==> src/rtl/fifo_stream_reader.sv <==
// Read-side engine for a small synchronous FIFO: issues read strobes, absorbs the
// one-cycle read latency in a 3-entry skid buffer and re-emits words as a framed stream.
module fifo_stream_reader #(
    parameter int DW      = 4,
    parameter int PKT_LEN = 4,
    parameter int CW      = 16
) (
    input  logic          clk,
    input  logic          rst,
    input  logic          en,
    input  logic          fifo_empty,
    input  logic [DW-1:0] fifo_data,
    output logic          fifo_rd,
    output logic          m_valid,
    input  logic          m_ready,
    output logic [DW-1:0] m_data,
    output logic          m_last,
    output logic          busy,
    output logic [CW-1:0] words_out,
    output logic [1:0]    dbg_state
);

    // Stream handshake: a word moves when m_valid & m_ready at posedge; m_valid,
    // m_data and m_last never change while m_valid is high and m_ready is low.

    localparam int CNTW = (PKT_LEN > 1) ? $clog2(PKT_LEN) : 1;

    typedef enum logic [1:0] {
        IDLE  = 2'd0,
        RUN   = 2'd1,
        DRAIN = 2'd2
    } state_t;

    state_t          r_state;
    state_t          w_state_nxt;
    logic [DW-1:0]   r_buf [0:2];
    logic [DW-1:0]   w_buf_nxt [0:2];
    logic [1:0]      r_occ;
    logic            r_inflight;
    logic [CNTW-1:0] r_cnt;
    logic [CW-1:0]   r_words;
    logic [2:0]      w_fill;
    logic [1:0]      w_wr_idx;
    logic            w_xfer;
    logic            w_rd;

    // Space is reserved for the word already in flight, so m_ready never reaches fifo_rd.
    assign w_fill   = {1'b0, r_occ} + {2'b00, r_inflight};
    assign w_rd     = (r_state == RUN) & en & ~fifo_empty & (w_fill < 3'd3);
    assign w_xfer   = m_valid & m_ready;
    assign w_wr_idx = r_occ - {1'b0, w_xfer};

    assign fifo_rd   = w_rd;
    assign m_valid   = (r_occ != 2'd0);
    assign m_data    = r_buf[0];
    assign m_last    = m_valid & (r_cnt == CNTW'(PKT_LEN - 1));
    assign busy      = (r_state != IDLE);
    assign words_out = r_words;
    assign dbg_state = r_state;

    always_comb begin
        w_state_nxt = r_state;
        case (r_state)
            IDLE:    if (en) w_state_nxt = RUN;
            RUN:     if (!en) w_state_nxt = DRAIN;
            DRAIN: begin
                if (en)
                    w_state_nxt = RUN;
                else if (!r_inflight && (r_occ == 2'd0))
                    w_state_nxt = IDLE;
            end
            default: w_state_nxt = IDLE;
        endcase
    end

    // Head is always entry 0: a pop shifts down, the captured word lands behind the survivors.
    always_comb begin
        w_buf_nxt = r_buf;
        if (w_xfer) begin
            w_buf_nxt[0] = r_buf[1];
            w_buf_nxt[1] = r_buf[2];
        end
        if (r_inflight && (w_wr_idx != 2'd3))
            w_buf_nxt[w_wr_idx] = fifo_data;
    end

    always_ff @(posedge clk or negedge rst) begin
        if (!rst) begin
            r_state    <= IDLE;
            r_occ      <= 2'd0;
            r_inflight <= 1'b0;
            r_cnt      <= '0;
            r_words    <= '0;
            for (int i = 0; i < 3; i++)
                r_buf[i] <= '0;
        end else begin
            r_state    <= w_state_nxt;
            r_inflight <= w_rd;
            r_occ      <= r_occ + {1'b0, r_inflight} - {1'b0, w_xfer};
            for (int i = 0; i < 3; i++)
                r_buf[i] <= w_buf_nxt[i];
            if (w_xfer) begin
                r_words <= r_words + CW'(1);
                if (r_cnt == CNTW'(PKT_LEN - 1))
                    r_cnt <= '0;
                else
                    r_cnt <= r_cnt + CNTW'(1);
            end
        end
    end

endmodule
==> config.mk <==
export PLATFORM = sky130hd
export DESIGN_NAME = fifo_stream_reader
export DESIGN_NICKNAME = d
export VERILOG_FILES = /design/src/rtl/fifo_stream_reader.sv
export SDC_FILE = /design/constraint.sdc
export NUM_CORES = 1
export LEC_CHECK = 0
export ABC_AREA = 1
export CORE_MARGIN = 1
export CORE_UTILIZATION = 45
export DETAILED_ROUTE_END_ITERATION = 16
export PLACE_DENSITY_LB_ADDON = 0.12
export SLEW_MARGIN = 20
export SYNTH_ARGS = -nofsm -noshare
export SYNTH_HDL_FRONTEND = slang
export SYNTH_SLANG_ARGS = --single-unit
==> constraint.sdc <==
create_clock -name clk -period 3.2 [get_ports clk]
set_clock_uncertainty 0.1 [all_clocks]
set_input_delay 0.48 -clock clk [delete_from_list [all_inputs] [get_ports clk]]
set_output_delay 0.48 -clock clk [all_outputs]
set_load 0.005 [all_outputs]
Word level (Yosys, flattened, before mapping)
Index checks and enable logic that the tools add are counted.
{"block": "totals", "wordCells": 51, "inputBits": 9, "reg_bits": 35, "out_inout_bits": 26}
{"block": "classes", "mux": 11, "addsub": 6, "eq_ne": 7, "magnitude_cmp": 3, "n_reduce_logical": 9, "bitwise_logic": 7}
{"cell": "16-bit by 1-bit adder with 16-bit output, second input constant", "count": 1}
{"cell": "12-bit bitwise mux", "count": 1}
{"cell": "12-bit two-way mux", "count": 1}
{"cell": "2-bit two-way mux", "count": 5}
{"cell": "4-bit demux with 2-bit select", "count": 1}
{"cell": "8-bit two-way mux", "count": 1}
{"cell": "2-bit != test, second input constant", "count": 3}
{"cell": "2-bit one-hot mux with 3 select lines", "count": 1}
{"cell": "1-bit bitwise AND", "count": 5}
{"cell": "2-bit == test, second input constant", "count": 2}
{"cell": "2-bit zero test", "count": 2}
{"cell": "4-bit two-way mux", "count": 1}
{"cell": "2-bit nonzero test", "count": 2}
{"cell": "2-bit by 1-bit subtractor with 2-bit output", "count": 2}
{"cell": "2-bit by 1-bit adder with 3-bit output", "count": 1}
{"cell": "3-bit greater-or-equal comparator, second input constant", "count": 1}
{"cell": "1-bit logical AND", "count": 3}
{"cell": "3-bit by 1-bit < comparator with 1-bit output, second input constant", "count": 1}
{"cell": "3-bit by 2-bit < comparator with 1-bit output, second input constant", "count": 1}
{"cell": "3-bit != test, second input constant", "count": 1}
{"cell": "2-bit inverter with 3-bit output", "count": 1}
{"cell": "3-bit AND reduction", "count": 1}
{"cell": "2-bit by 1-bit adder with 2-bit output", "count": 1}
{"cell": "2-bit by 1-bit adder with 2-bit output, second input constant", "count": 1}
{"cell": "other kinds (3)", "count": 3}

Logic depth before layout (Yosys ltp)
{"block": "logic_depth", "word_depth": 10, "ltp_mapped": 9, "ltp_nobuf": 8}

Least setup slack after synthesis
No wires, ideal clock.
{"block": "synth_timing", "kind": "register -> output", "from": "register r_occ[0]", "to": "output fifo_rd", "arrival_ns": 1.434, "slack_ns": 1.186, "path_stages_with_launch": 4, "required_time_ns": 2.620, "path_cell_list": "dfrtp_1 ha_1 ha_1 a2111oi_0"}
{"block": "synth_via", "elab_chain_cells": 3}
{"item": "start: declaration", "line": "38", "rtl": "logic [1:0] r_occ;"}
{"item": "start signal: assignment", "line": "99", "rtl": "r_occ <= r_occ + {1'b0, r_inflight} - {1'b0, w_xfer};"}
{"item": "2-bit by 1-bit adder with 3-bit output", "line": "48", "rtl": "assign w_fill = {1'b0, r_occ} + {2'b00, r_inflight};"}
{"item": "3-bit by 2-bit < comparator with 1-bit output", "line": "49", "rtl": "assign w_rd = (r_state == RUN) & en & ~fifo_empty & (w_fill < 3'd3);"}
{"item": "1-bit bitwise AND", "line": "49"}
{"item": "end: declaration", "line": "13", "rtl": "output logic fifo_rd,"}
Every way passes these cells.

Final worst setup path
Same ends and word-level chain as after synthesis.

==> key figures <==
Outcome
  – Run status: complete, no violations

Power and ir drop
  – Clock power share: 20.5%
  – P per Cell Area: 752 nW/um^2
  – Flop pwr share: 43.4%
  – Cell leakage power: 1.06 nW
  – Sw power: 0.573 mW
  – Peak supply drop: 346 uV
  – Tot Pwr: 1.69 mW
  – Net Sw Frac: 33.9%
  – Gate power share: 36.1%
  – Int Pwr: 1.12 mW

Finish
  – # fillers: 353
  – Final Core Density: 60.0%
  – Area of the multi-input gates: 773 sq um
  – Area delta synth->final: 25.3%
  – Diodes inserted: 0
  – Reg area: 876 sq um
  – Post-Layout Cell Count: 297
  – Final nets: 262
  – Share of layout cells above drive strength 1: 6.83%

Timing
  – Setup TNS: 0 ns
  – Fin. max-slew vios: 0
  – Relative slew slack: 67.1%
  – Final setup vio count: 0
  – Final period util: 89.3%
  – Fmax: 350 MHz
  – RSZ-0062 raised after global routing: false
  – Setup ws final: 0.341 ns
  – Worst-Margin Slew: 0.481 ns
  – Final Hold Vio Count: 0
  – Min cycle time layout: 2.86 ns

Setup path
  – Worst setup SP type: flip-flop
  – Max incr delay on CP: 0.59 ns
  – Cell family with most CP delay: buffers and inverters
  – CP Class: reg2out
  – Critical path data required time: 2.62 ns
  – Bufs and invs on worst path: 1
  – Slowest CP cell: clkdlybuf4s50_1
  – Worst Path Max Fanout: 6
  – Critical Path End Type: output port
  – WP data arrival: 2.28 ns
  – Most frequent CP cell: ha_1
  – CP Cell Sequence: ha_1 > ha_1 > a2111oi_0 > clkdlybuf4s50_1

Logic synthesis
  – Gate Count Post-Synth: 213
  – Syn Nets: 227
  – Synth warn: 0
  – Flops & latches, synth: 35
  – Sequential fraction of the synthesis area: 48.8%
  – Syn Area/Cell: 8.42 sq um
  – Synth cell types: 25
  – Synthesized area: 1790 sq um

Floorplan
  – Die height: 65.1 microns
  – Number of core rows: 22
  – Core area: 3740 sq um
  – Die W: 65.1 microns
  – Die area: 4240 sq um
  – Initial Util: 47.9%
  – Number of I/O pins: 35

Clocking
  – # Post-CTS Setup Buffers: 0
  – Max Root-Sink Buffers: 2
  – Clock Sinks: 35
  – Root buf cell: clkbuf_8
  – Hold_buf cts: 0
  – CTS tree: yes
  – Total CTS buffers: 5
  – CTS resizes: 0
  – Clk slew on worst S/H paths: 0.07 ns
  – Clk_lat worst skew: 0.28 ns
  – CTS H-tree lvls: 2

Drt
  – Final WL: 3110 microns
  – Routed len/inst: 10.5 microns
  – Remaining DRCs: 0
  – Vias: 1393
  – Iter 0 DRT Violations: 94
  – Via density: 4.69
  – DRT antenna net count: 0
  – Drt pass-1 iters: 4

Global route
  – Largest net degree at the start of global routing: 36
  – Initial antenna violation count: 0
  – Gr ovfl total: 0
  – Tot GR Track Use: 16.0%
  – Vias in the first global route: 1186
  – First-pass GRT wire length: 5080 microns

Placement
  – Post-DP HPWL: 2200 microns
  – Dpl ws: 0.598 ns
  – Placed Cells: 289
  – Port buffer count: 34
  – RePlAce Congestion: 0.773

Job
  – Max-cap violations: 0

Hold path
  – Worst min-delay path class: reg2reg
[tightest hold or removal path, delay by kind of cell, from the launching register on]
kind             cells  cell delay, ns
and+or+nand+nor      2            0.11
DFF                  1            0.36
[power groups by stage]
stage / clock, mW / combinational, mW / sequential (mW)
final: 0.347 / 0.609 / 0.734
after global routing: 0.375 / 0.698 / 0.757
after CTS: 0.360 / 0.622 / 0.737
after detailed placement: 0 / 0.619 / 0.743
after global placement: 0 / 0.610 / 0.740
after floorplan: 0 / 0.399 / 0.720
[synth_stat cells (all sizes together)]
cell,number,share of area [%]
a2111oi,1,0.49
a21oi,1,0.28
a31oi,2,0.70
buf,7,3.0
dfrtp,35,49
ha,5,3.5
inv,24,5.0
nand2,72,15
nand3,7,2.0
nand4,3,1.0
nor2,20,6.1
nor3,3,1.5
o21a,1,0.42
o21ai,16,4.5
o22ai,4,1.4
xnor2,4,2.0
xor2,8,3.9
[placed cells by master, fill, tap and decap left out, types with 4 or more instances in the layout]
master,netlist,layout
dfrtp_1,35,35
nand3_1,7,7
o21ai_0,16,16
xor2_1,8,8
clkdlybuf4s50_1,0,34
ha_1,5,5
nor2_1,16,16
o22ai_1,4,4
xnor2_1,4,4
clkbuf_8,0,7
nand2_1,69,69
inv_1,23,23
[kinds of logic (layout without fill, tap and decap cells)]
logic type               Yosys count  in the layout  synth area share, %
XOR/XNOR                          12             12                 5.86
adder cells (fa/ha/maj)            5              5                 3.49
AND/OR/NAND/NOR                  105            105                 26.0
AO/OA/AOI/OAI                     25             25                 7.75
flip-flops                        35             35                 48.8
buffers and inverters             31             67                 8.02
[cell type report]
cell class	instances	share of cell area, %
repair buffers	35	15.5
inverters	24	4.01
flip-flops and latches	35	39.0
multi-input cells	147	34.4
clock buffers	8	4.45
well taps	48	2.67
[metrics by stage]
stage          area [sq um]  hold slack [ns]
2_1_floorplan          1790           0.0844
3_3_place_gp           2150            0.367
3_5_place_dp           2150            0.370
4_1_cts                2250            0.391
5_1_grt                2250            0.408
6_report               2250            0.388
[per-layer routing]
metal  track usage [%]  vias up  wire (microns)
li1                  -      739               -
met5                 0        -               0
met3              4.17        5             105
met2              26.4       28            1460
met1              19.7      621            1490
met4              7.34        0              49
[worst paths after layout]
| check | start | to | slack (ns) | cells past startpoint |
|---|---|---|---|---|
| max | r_occ[0] | fifo_rd | 0.34 | 4 |
| min | r_cnt[1] | r_cnt[1] | 0.39 | 2 |
| max reg2reg | r_occ[1] | r_occ[1] | 1.30 | 8 |
| min reg2reg | r_cnt[1] | r_cnt[1] | 0.39 | 2 |
| max in group asynchronous | rst | m_data[2] | 2.19 | 2 |
| min in group asynchronous | rst | words_out[15] | 0.50 | 2 |
No activity file was read; power rests on OpenSTA's default activity.
==> edit: new RTL, same flow settings <==
Make the reset (`rst`) synchronous in one clocked block.
--- a/src/rtl/fifo_stream_reader.sv
+++ b/src/rtl/fifo_stream_reader.sv
@@ -85,5 +85,5 @@
     end
 
-    always_ff @(posedge clk or negedge rst) begin
+    always_ff @(posedge clk) begin
         if (!rst) begin
             r_state    <= IDLE;
Formal check against the unedited RTL: differs if rst is asserted again (counterexample within 4 cycles, from zero or initial values and one cycle with rst low); with rst held inactive, the same outputs for 10 cycles.
==> edit against the original RTL <==
Wire length up 9.9%. Worst setup slack better by 0.27 ns. Maximum frequency up 10%. Highest routed layer unchanged. Largest cell class is now multi-input gates. Sequential cell count unchanged. Synthesized area up 0.28%. Design area down 1.8%. Cell count up 8.1%.
Power is not compared: it rests on default switching activity, and its combinational part moved more than twofold at a synthesized area within 25%.
==> edit: results (changes against the original RTL) <==
* Ys Warns at 0 (unchanged)
* Layout cell share with drive strength beyond 1 at 0.0952 (+0.0270)
* CP peak stage delay at 0.50 ns (-0.09 ns)
* Total track usage at 0.183 (+0.0228)
* P_leak at 0.954 nW
* Placer Congestion at 0.795 (+2.9%)
* Initial antenna violation count at 0 (unchanged)
* Clock transition at the registers of the reported paths at roughly 0.06 ns
* Initial DRC Count at 132 (+40%)
* TritonCTS Buffers at 5 (unchanged)
* Post-CTS sizing at 0 (unchanged)
* Number of global-route vias before repair at 1306 (+10%)
* WL/cell at 10.6 um (+1.7%)
* Crit path DAT at 2.01 ns (-0.27 ns)
* Placed insts at 315 (+9.0%)
* Mapped Cells at 242 (+14%)
* Top cells by area, synth: dfxtp_1 (39%), nand2_1 (10%), nor2_1 (7.7%)
* Post-synthesis sequential area ratio at 0.390 (-0.0988)
* Critical path's slowest cell: clkdlybuf4s50_1
* Buffers on Ports at 34 (unchanged)
* Diode count at 0 (unchanged)
* Async S/R FF share, synth at 0 (-1.00)
* Ys flop type: dfxtp_1
* Vias at 1553 (+11%)
* Post-CTS Setup Repair Bufs at 0 (unchanged)
* FILL cells at 396 (+12%)
* Worst skew pair latency at just under 0.3 ns
* Place WS at 0.864 ns (+0.266 ns)
* Clock Path Buffers at 2 (unchanged)
* Slew Limit Headroom at 0.557 (-0.114)
* DP HPWL at 2430 um (+10%)
* Top post-synthesis cells by count: nand2_1 (48), nor2_1 (37), dfxtp_1 (35), inv_1 (31), o21ai_0 (19)
* Root Buffer: clkbuf_8
* Final nets at 288 (+9.9%)
* Worst hold path class: register to register
* Pin count of the biggest net entering global routing at 23 (-36%)
* H-tree levels at 2 (unchanged)
* Distinct cell type count of the synthesized netlist at 33 (+32%)
* Drt total wl at 3410 um (+9.9%)
* First-pass DRT Iterations at 4 (unchanged)
* Syn nets at 256 (+13%)
* Outcome: completed
* Max IR drop VDD at about 370 uV
* Global-route wire length before repair at 5950 um (+17%)
* CP max FO at 5 (-1)
-- edit: changes by cell type in the layout (fill, tap and decap cells not counted), sizes merged, moves of 3 or more --
| cell | delta |
|---|---|
| dfrtp | -35 |
| dfxtp | +35 |
| nor2 | +22 |
| nand2 | -20 |
| a21oi | +10 |
| inv | +9 |
| o21ai | +7 |
| xor2 | -6 |
| o22ai | -4 |
| xnor2 | -4 |
| nand3 | +3 |
-- edit: worst max-delay path: cells and delay by family (launching register included) --
family                   cells  cell delay [ns]
AO/OA/AOI/OAI                1             0.28
adder cells (fa/ha/maj)      2             0.49
buffers and inverters        1             0.50
flip-flops                   1             0.37
AND/OR/NAND/NOR              1             0.09
-- edit: cell families (layout without fill, tap and decap cells) --
kind of cell	count (synthesis)	in the layout	share of synthesized area
xor+xnor	2	2	0.00974
simple gates	115	115	0.331
compound gates	41	41	0.123
flops	35	35	0.390
buf+inv	44	75	0.112
fa+ha+maj	5	5	0.0348
-- edit: area by class of cell --
type / instances / area share
flip-flops and latches: 35 / 0.318
inverters: 34 / 0.0584
repair buffers: 35 / 0.158
clock buffers: 6 / 0.0329
multi-input cells: 163 / 0.406
well taps: 48 / 0.0272
-- edit: power breakdown --
group | total (W) | switching (W) | internal [W] | leakage, nW
registers | 0.000501 | 0.0000349 | 0.000466 | 0.283
clock network | 0.000297 | 0.000152 | 0.000145 | 0.0371
logic | 0.000251 | 0.000146 | 0.000105 | 0.634
total | 0.00105 | 0.000332 | 0.000716 | 0.954
-- edit: layer usage --
layer	wire (um)	global-route usage
met5	0	0
met4	86	0.0978
met3	109	0.0417
met2	1530	0.274
met1	1680	0.242
-- edit: through the flow --
| stage | hold slack, ns | instance area (um^2) | util |
|---|---|---|---|
| after floorplan | 0.348 | 1800 | - |
| after global placement | 0.362 | 2130 | 0.570 |
| after detailed placement | 0.370 | 2130 | 0.570 |
| after CTS | 0.381 | 2210 | 0.589 |
| after global routing | 0.406 | 2210 | 0.589 |
| final | 0.378 | 2210 | 0.589 |
-- edit: final timing paths --
path | from | end | slack, ns | cells after the start
worst max-delay path | r_occ[0] | fifo_rd | 0.61 | 5
worst min-delay path | r_buf[6] | m_data[2] | 0.38 | 2
worst max register to register | r_occ[1] | r_occ[1] | 1.38 | 7
worst min register to register | r_buf[6] | m_data[2] | 0.38 | 2
